<file path="config.mk">
export PLATFORM = sky130hd
export DESIGN_NAME = rom_port_arbiter
export DESIGN_NICKNAME = d
export VERILOG_FILES = /design/src/rtl/rom_arb_pkg.sv /design/src/rtl/rom_port_arbiter_rr_picker.sv /design/src/rtl/rom_port_arbiter.sv
export SDC_FILE = /design/constraint.sdc
export NUM_CORES = 1
export LEC_CHECK = 0
export CAP_MARGIN = 20
export CORE_MARGIN = 2
export CORE_UTILIZATION = 35
export DETAILED_ROUTE_END_ITERATION = 10
export GPL_ROUTABILITY_DRIVEN = 0
export PLACE_DENSITY = 0.79
export SETUP_SLACK_MARGIN = 0.05
export SLEW_MARGIN = 20
export SYNTH_ARGS = -nofsm -noshare
export SYNTH_HDL_FRONTEND = slang
export SYNTH_SLANG_ARGS = --single-unit
</file>
<file path="constraint.sdc">
create_clock -name i_clk -period 4 [get_ports i_clk]
set_input_delay 0.8 -clock i_clk [delete_from_list [all_inputs] [get_ports i_clk]]
set_output_delay 0.8 -clock i_clk [all_outputs]
set_load 0.02 [all_outputs]
</file>
<file path="src/rtl/rom_arb_pkg.sv">
// Shared types and helpers for the ROM port arbiter.
//   addr_t / data_t : 32-bit address and data words
//   idx_w(n)        : width of an index into n requesters, never less than 1
//   addr_bad(...)   : window and word-alignment check for one byte address
package rom_arb_pkg;

  typedef logic [31:0] addr_t;
  typedef logic [31:0] data_t;

  function automatic int idx_w(input int n);
    return ($clog2(n) < 1) ? 1 : $clog2(n);
  endfunction

  // Returns 1 when addr lies outside [base, base + 4*words) or is not word
  // aligned. Everything is widened to 33 bits so a window that ends exactly
  // at 2^32 does not wrap to zero and reject every address.
  function automatic logic addr_bad(input addr_t addr, input addr_t base,
                                    input int unsigned words);
    logic [32:0] a_w;
    logic [32:0] lo_w;
    logic [32:0] hi_w;
    a_w  = {1'b0, addr};
    lo_w = {1'b0, base};
    hi_w = lo_w + ({1'b0, words} << 2);
    return (a_w < lo_w) || (a_w >= hi_w) || (addr[1:0] != 2'b00);
  endfunction

endpackage

</file>
<file path="src/rtl/rom_port_arbiter_rr_picker.sv">
// Combinational round-robin one-hot selector.
//   req : request vector
//   ptr : index that currently has highest priority
//   en  : when low, nothing is granted
//   gnt : one-hot grant (all zero when nothing is granted)
//   idx : binary index of the granted requester (0 when none)
//   any : at least one requester granted
// The search visits ptr, ptr+1, ... wrapping modulo N and takes the first hit.
module rr_picker
  import rom_arb_pkg::*;
#(
  parameter int N  = 2,
  parameter int IW = idx_w(N)
) (
  input  logic [N-1:0]  req,
  input  logic [IW-1:0] ptr,
  input  logic          en,
  output logic [N-1:0]  gnt,
  output logic [IW-1:0] idx,
  output logic          any
);

  logic [IW-1:0] cand_s;
  logic          hit_s;

  // Rotating priority search starting at ptr.
  always_comb begin
    gnt    = '0;
    idx    = '0;
    any    = 1'b0;
    cand_s = '0;
    hit_s  = 1'b0;
    for (int k = 0; k < N; k++) begin
      cand_s      = IW'((int'(ptr) + k) % N);
      hit_s       = en & ~any & req[cand_s];
      gnt[cand_s] = gnt[cand_s] | hit_s;
      idx         = hit_s ? cand_s : idx;
      any         = any | hit_s;
    end
  end

endmodule

</file>
<file path="src/rtl/rom_port_arbiter.sv">
// Shares one single-ported read-only memory (registered read data, one cycle
// latency) between NREQ read requesters with per-cycle round-robin grants.
//   i_clk, i_rst        : clock, synchronous active-high reset
//   i_req / i_addr      : per-requester request and byte address (held until granted)
//   o_gnt               : one-hot grant, address accepted this cycle
//   o_rvalid            : one-hot response valid, cycle after grant (or after stall)
//   o_rdata / o_rerr    : shared response data and error, qualified by o_rvalid
//   o_haddr             : address to the memory
//   i_hrdata / i_hresp / i_hready : memory read data, error and ready
// Address phase and data phase overlap, so one read completes per cycle.
module rom_port_arbiter
  import rom_arb_pkg::*;
#(
  parameter int    NREQ  = 2,
  parameter int    WORDS = 512,
  parameter addr_t BASE  = 32'h0000_0000
) (
  input  logic            i_clk,
  input  logic            i_rst,
  input  logic [NREQ-1:0] i_req,
  input  addr_t [NREQ-1:0] i_addr,
  output logic [NREQ-1:0] o_gnt,
  output logic [NREQ-1:0] o_rvalid,
  output data_t           o_rdata,
  output logic            o_rerr,
  output addr_t           o_haddr,
  input  data_t           i_hrdata,
  input  logic            i_hresp,
  input  logic            i_hready
);

  localparam int IW = idx_w(NREQ);

  logic [IW-1:0]   ptr_r;
  logic [IW-1:0]   ptr_nxt_s;
  logic [IW-1:0]   gnt_idx_s;
  logic [NREQ-1:0] gnt_s;
  logic [NREQ-1:0] owner_r;
  logic            gnt_any_s;
  logic            pick_en_s;
  logic            valid_r;
  logic            err_r;
  logic            rsp_fire_s;
  logic            addr_err_s;
  addr_t           haddr_r;
  addr_t           sel_addr_s;

  // No grant while the memory stalls or while reset is asserted, so nothing
  // new enters the pipe that the reset would have to discard.
  assign pick_en_s = i_hready & ~i_rst;

  rr_picker #(
    .N  (NREQ),
    .IW (IW)
  ) u_picker (
    .req (i_req),
    .ptr (ptr_r),
    .en  (pick_en_s),
    .gnt (gnt_s),
    .idx (gnt_idx_s),
    .any (gnt_any_s)
  );

  // Address phase: selected address, its check, next pointer and haddr mux.
  always_comb begin
    sel_addr_s = i_addr[gnt_idx_s];
    addr_err_s = addr_bad(sel_addr_s, BASE, WORDS);
    o_gnt      = gnt_s;
    if (gnt_idx_s == IW'(NREQ - 1)) begin
      ptr_nxt_s = '0;
    end else begin
      ptr_nxt_s = gnt_idx_s + IW'(1);
    end
    // The memory sees the granted address directly; between grants it sees
    // the last one from haddr_r so the bus never floats.
    if (gnt_any_s) begin
      o_haddr = sel_addr_s;
    end else begin
      o_haddr = haddr_r;
    end
  end

  // Round-robin pointer and held bus address.
  always_ff @(posedge i_clk) begin
    if (i_rst) begin
      ptr_r   <= '0;
      haddr_r <= '0;
    end else if (gnt_any_s) begin
      ptr_r   <= ptr_nxt_s;
      haddr_r <= sel_addr_s;
    end
  end

  // Data-phase tracking: owner, valid and local error advance only when the
  // memory is ready, so a stall freezes the in-flight read.
  always_ff @(posedge i_clk) begin
    if (i_rst) begin
      owner_r <= '0;
      valid_r <= 1'b0;
      err_r   <= 1'b0;
    end else if (i_hready) begin
      owner_r <= gnt_s;
      valid_r <= gnt_any_s;
      err_r   <= gnt_any_s & addr_err_s;
    end
  end

  // Response routing. Reset suppresses the in-flight response in the same
  // cycle it is asserted.
  always_comb begin
    rsp_fire_s = valid_r & i_hready & ~i_rst;
    if (rsp_fire_s) begin
      o_rvalid = owner_r;
      o_rerr   = err_r | i_hresp;
      if (err_r) begin
        o_rdata = 32'h0000_0000;
      end else begin
        o_rdata = i_hrdata;
      end
    end else begin
      o_rvalid = '0;
      o_rerr   = 1'b0;
      o_rdata  = 32'h0000_0000;
    end
  end

endmodule

</file>
---- Word-level counts from Yosys, hierarchy flattened ----
Cells that the tools add are included.
Widths: inputs -> output; s select.
storage, ports and cells
  input port bits ......................... 102
  output and inout bits ................... 69
  register bits ........................... 37
  logic and storage cells ................. 53
cells by class
  add/subtract/negate cells ............... 2
  reduce and logical (&&, ||, !) cells .... 4
  mux-type cells .......................... 22
  bitwise operators ....................... 14
  $lt $le $gt $ge ......................... 6
operator list
  kind                  number
  $mux 32               5
  $ge 32x12->1 const B  1
  $mux 1                13
  $and 1x1->1           7
  $lt 1x2->1 const B    3
  $or 1x1->1            4
  $add 1x1->1 const B   2
  $and 2x2->2           1
  $bwmux 2              1
  $demux 1 s1           2
  $ge 1x1->1 const B    2
  $logic_and 1x1->1     2
  $mux 2                1
  $not 1->1             2
  $reduce_bool 2->1     1
  $logic_or 1x1->1      1

---- Longest topological paths before layout ----
  depth in word-level cells ............... 12
  mapped depth ............................ 6
  depth with buffers taken out ............ 4

---- Cells and area by module ----
Synthesis repeated with hierarchy kept, for this count alone.
second synthesis, totals
  cells, all modules ...................... 260
  area total of the unflattened synthesis .. 2314.7 um^2
modules (own cells, without submodules)
  module            sequential area each (um^2)  area each (um^2)  times used  cells each
  rom_port_arbiter  740.7                        2280.9            1           253
  rr_picker         0.0                          33.8              1           7

---- Worst setup path before layout ----
Ideal clock, no wire load.
  kind .................................... input -> output
  start ................................... input i_rst
  end ..................................... output o_haddr[26]
  setup slack ............................. 1319 ps
  stages on the path ...................... 5
  required time ........................... 3200 ps
  data arrival time ....................... 1881 ps
  path buffers ............................ 2
  cell sequence ........................... buf_2 > nor3_4 > buf_2 > nor2_1 > a21oi_1
between the ends
  cells in the longest elaborated chain, start to end .. 10
  elaborated cells between the ends (all ways) .. 12
  classes of those cells .................. 5 x mux; 7 x bitwise
RTL lines
  what                                         RTL line                          RTL
  from (decl)                                  rom_port_arbiter.sv:19            input logic i_rst,
  $not 1->1 *                                  rom_port_arbiter.sv:50            assign pick_en_s = i_hready & ~i_rst;
  $and 1x1->1 *                                rom_port_arbiter.sv:50
  $and 1x1->1                                  rom_port_arbiter_rr_picker.sv:35  hit_s = en & ~any & req[cand_s];
  $not 1->1                                    rom_port_arbiter_rr_picker.sv:35
  $and 1x1->1 (2 in series)                    rom_port_arbiter_rr_picker.sv:35
  $mux 1                                       rom_port_arbiter_rr_picker.sv:37  idx = hit_s ? cand_s : idx;
  $mux 32 (implied by the code) (2 in series)  rom_port_arbiter.sv:66            sel_addr_s = i_addr[gnt_idx_s];
  $mux 32 *                                    -
  to (decl)                                    rom_port_arbiter.sv:26            output addr_t o_haddr,
Mark *: on every way between the ends. The rest lies on a longest branch, timed or not. The select of a mux whose other input is x is not followed.

---- Final worst setup path ----
  start ................................... input i_hready
  end ..................................... output o_haddr[13]
between the ends
  cells in the longest elaborated chain, start to end .. 9
  elaborated cells between the ends (all ways) .. 11
  classes of those cells .................. 5 x mux; 6 x bitwise
RTL lines
  what                                         RTL line                          RTL
  from (decl)                                  rom_port_arbiter.sv:29            input logic i_hready
  $and 1x1->1 *                                rom_port_arbiter.sv:50
  $and 1x1->1                                  rom_port_arbiter_rr_picker.sv:35
  $not 1->1                                    rom_port_arbiter_rr_picker.sv:35
  $and 1x1->1 (2 in series)                    rom_port_arbiter_rr_picker.sv:35
  $mux 1                                       rom_port_arbiter_rr_picker.sv:37
  $mux 32 (implied by the code) (2 in series)  rom_port_arbiter.sv:66
  $mux 32 *                                    -
Marked as above.

==> reports/results.txt <==
post-synth cell types = 28
port buffer count = 170
data required time at the worst endpoint = 3.20 ns
fill cell count = 553
worst-path maximum fanout = 72
syn_area_per_cell = 8.65 um2
core area = 0.00639 mm2
TritonCTS clock tree = done
synthesized area = 0.00233 mm2
Area growth syn-to-layout = 78.4%
Clock Power Share = 24.5%
CTS H-tree lvls = 2
WL final = 7.92 mm
max_cap viols = 0
vias in the first global route = 2466
die height = 85.5 um
Worst Tran Pin Value = 0.399 ns
area of the multi-input gates = 0.00145 mm2
Vias/cell = 5.03
register area = 741 um2
DP HPWL = 6.44 mm
Worst IR Drop VDD = 0.000188 V
Post-synth top flop = dfxtp_1
Initial DRC Count = 76
hold violation total from the final report = 0
Mapped Nets = 371
DR pass1 iterations = 4
Crit Path Category = in2out
RSZ-0062 raised after global routing = false
crit path capture type = output port
power per cell area = 247 mW/mm2
Tcrit/Tclk final = 94.5%
GRT Resource Usage Total = 21.5%
number of diodes = 0
Pleak = 0.00169 uW
NetSw = 311 uW
CP Launch Type = primary input
final setup fails = 0
part of the power in combinational logic = 36.7%
cell taking the most area after synthesis = dfxtp_1
Reg clk slew, reported paths = 0.07 ns
Die Wd = 85.5 um
crit path time final = 3.78 ns
Final Max Slew Viols = 0
post-CTS sizing = 0
Final Power = 1030 uW
die area = 0.00732 mm2
Final WS setup = 0.221 ns
final setup TNS = 0 ns
Async S/R FF share, synth = 0%
Clock Tree Root = clkbuf_8
Worst slew margin = 73.4%
fin nets = 533
Seq cells post-synth = 37
first-pass GRT wire length = 12.4 mm
CTS hold repair buffers = 0
Pint = 715 uW
via count = 2560
DR WL/cell = 15.6 um
latest clock arrival within the worst-skew pair = 0.28 ns
Mapped Cells = 269
worst min path class = reg2reg
share of the synthesized area in the top cell type = 31.8%
setup bufs post-CTS = 0
pre-CTS setup slack = 0.234 ns
Flop pwr share = 38.9%
post-synthesis sequential area ratio = 31.8%
outcome = finished clean
CTS sink count = 37
Final Core Density = 65.0%
WP data arrival = 2.98 ns
Post-DRT Antenna Nets = 0
initial antenna violation count = 0
number of synthesis warnings = 0
Worst R2R Setup Slack = 2.57 ns
I/O pin count = 171
largest net degree at the start of global routing = 73
number of flops mapped to enable cells by yosys = 0
Max Root-Sink Buffers = 2
initial core utilization = 36.4%
Final Skew = 0.00299 ns
TritonCTS buffer count = 5
row count = 29
layout cells sized above 1 = 10.4%
main area contributors after synthesis = dfxtp_1 32%, mux2i_1 15%, a211oi_2 14%
FMAX = 265 MHz
DRC viols = 0
Congestion Overflow GR = 0
Sw Share = 30.3%
-- kinds of logic after synthesis --
family	count (synthesis)	share of synthesized area, %
simple gates	102	22.5
flops	37	31.8
compound gates	70	24.5
mux	35	15.1
buf+inv	25	6.07
-- final timing paths --
check,startpoint,end,cells past startpoint
worst min-delay path,valid_r,valid_r,2
worst max register to register,ptr_r,haddr_r[28],5
worst min register to register,valid_r,valid_r,2
worst max-delay path,i_hready,o_haddr[13],7
-- state kept, by name, summed over array words and instances, names as in the netlist --
name	flops
ptr_r	1
valid_r	1
err_r	1
haddr_r	32
owner_r	2
-- worst max-delay path, stage by stage --
cell and delay, ns:
clkdlybuf4s50_1 0.57, inv_2 0.10, nor3_4 0.24, buf_12 0.32, nor2_1 0.11, a21oi_1 0.17, clkdlybuf4s50_1 0.63
-- per-stage QoR --
| stage | hold slack (ns) | cell area [um2] | std cells |
|---|---|---|---|
| after floorplan | 0.444 | 2330 | 269 |
| after global placement | 0.468 | 4070 | 501 |
| after detailed placement | 0.461 | 4070 | 501 |
| after CTS | 0.482 | 4150 | 509 |
| after global routing | 0.509 | 4150 | 509 |
| final | 0.489 | 4150 | 509 |
-- final cells by class --
type | count | area share (%)
multi-input cells | 207 | 34.9
clock buffers | 6 | 1.75
inverters | 4 | 0.362
well taps | 77 | 2.32
repair buffers | 176 | 42.6
clock inverters | 2 | 0.241
flip-flops and latches | 37 | 17.8
-- layout by cell type (no fill, tap or decap), drive strengths merged, types with 2 or more instances in the layout --
cell type,count
clkdlybuf4s50,169
nor2,44
dfxtp,37
mux2i,34
a21oi,34
and2,32
a211oi,32
nor4,8
buf,7
clkbuf,6
nand3,5
inv,4
nor3,4
nand2,3
nor2b,2
nand2b,2
o21bai,2
clkinv,2
-- layer usage --
layer	up-vias	part of all wire (%)	GRT usage (%)
li1	1290	-	-
met4	0	2.3	5.92
met1	1145	35	20.5
met3	14	10	8.28
met5	-	0	0
met2	111	53	42.4
-- power by group through the flow --
stage	logic, uW	registers (uW)	clock network (uW)
after floorplan	177	405	0
after global placement	372	406	0
after detailed placement	377	407	0
after CTS	379	399	262
after global routing	405	400	273
final	376	399	251
-- synth_stat cells, types with 4 or more instances --
| cell | count |
|---|---|
| a211oi_2 | 26 |
| and2_1 | 32 |
| buf_2 | 11 |
| nor2_1 | 43 |
| mux2i_1 | 34 |
| a21oi_1 | 34 |
| nand3_1 | 5 |
| a211oi_1 | 6 |
| nor4_1 | 8 |
| dfxtp_1 | 37 |
| buf_6 | 4 |
(Power assumes the default switching activity.)
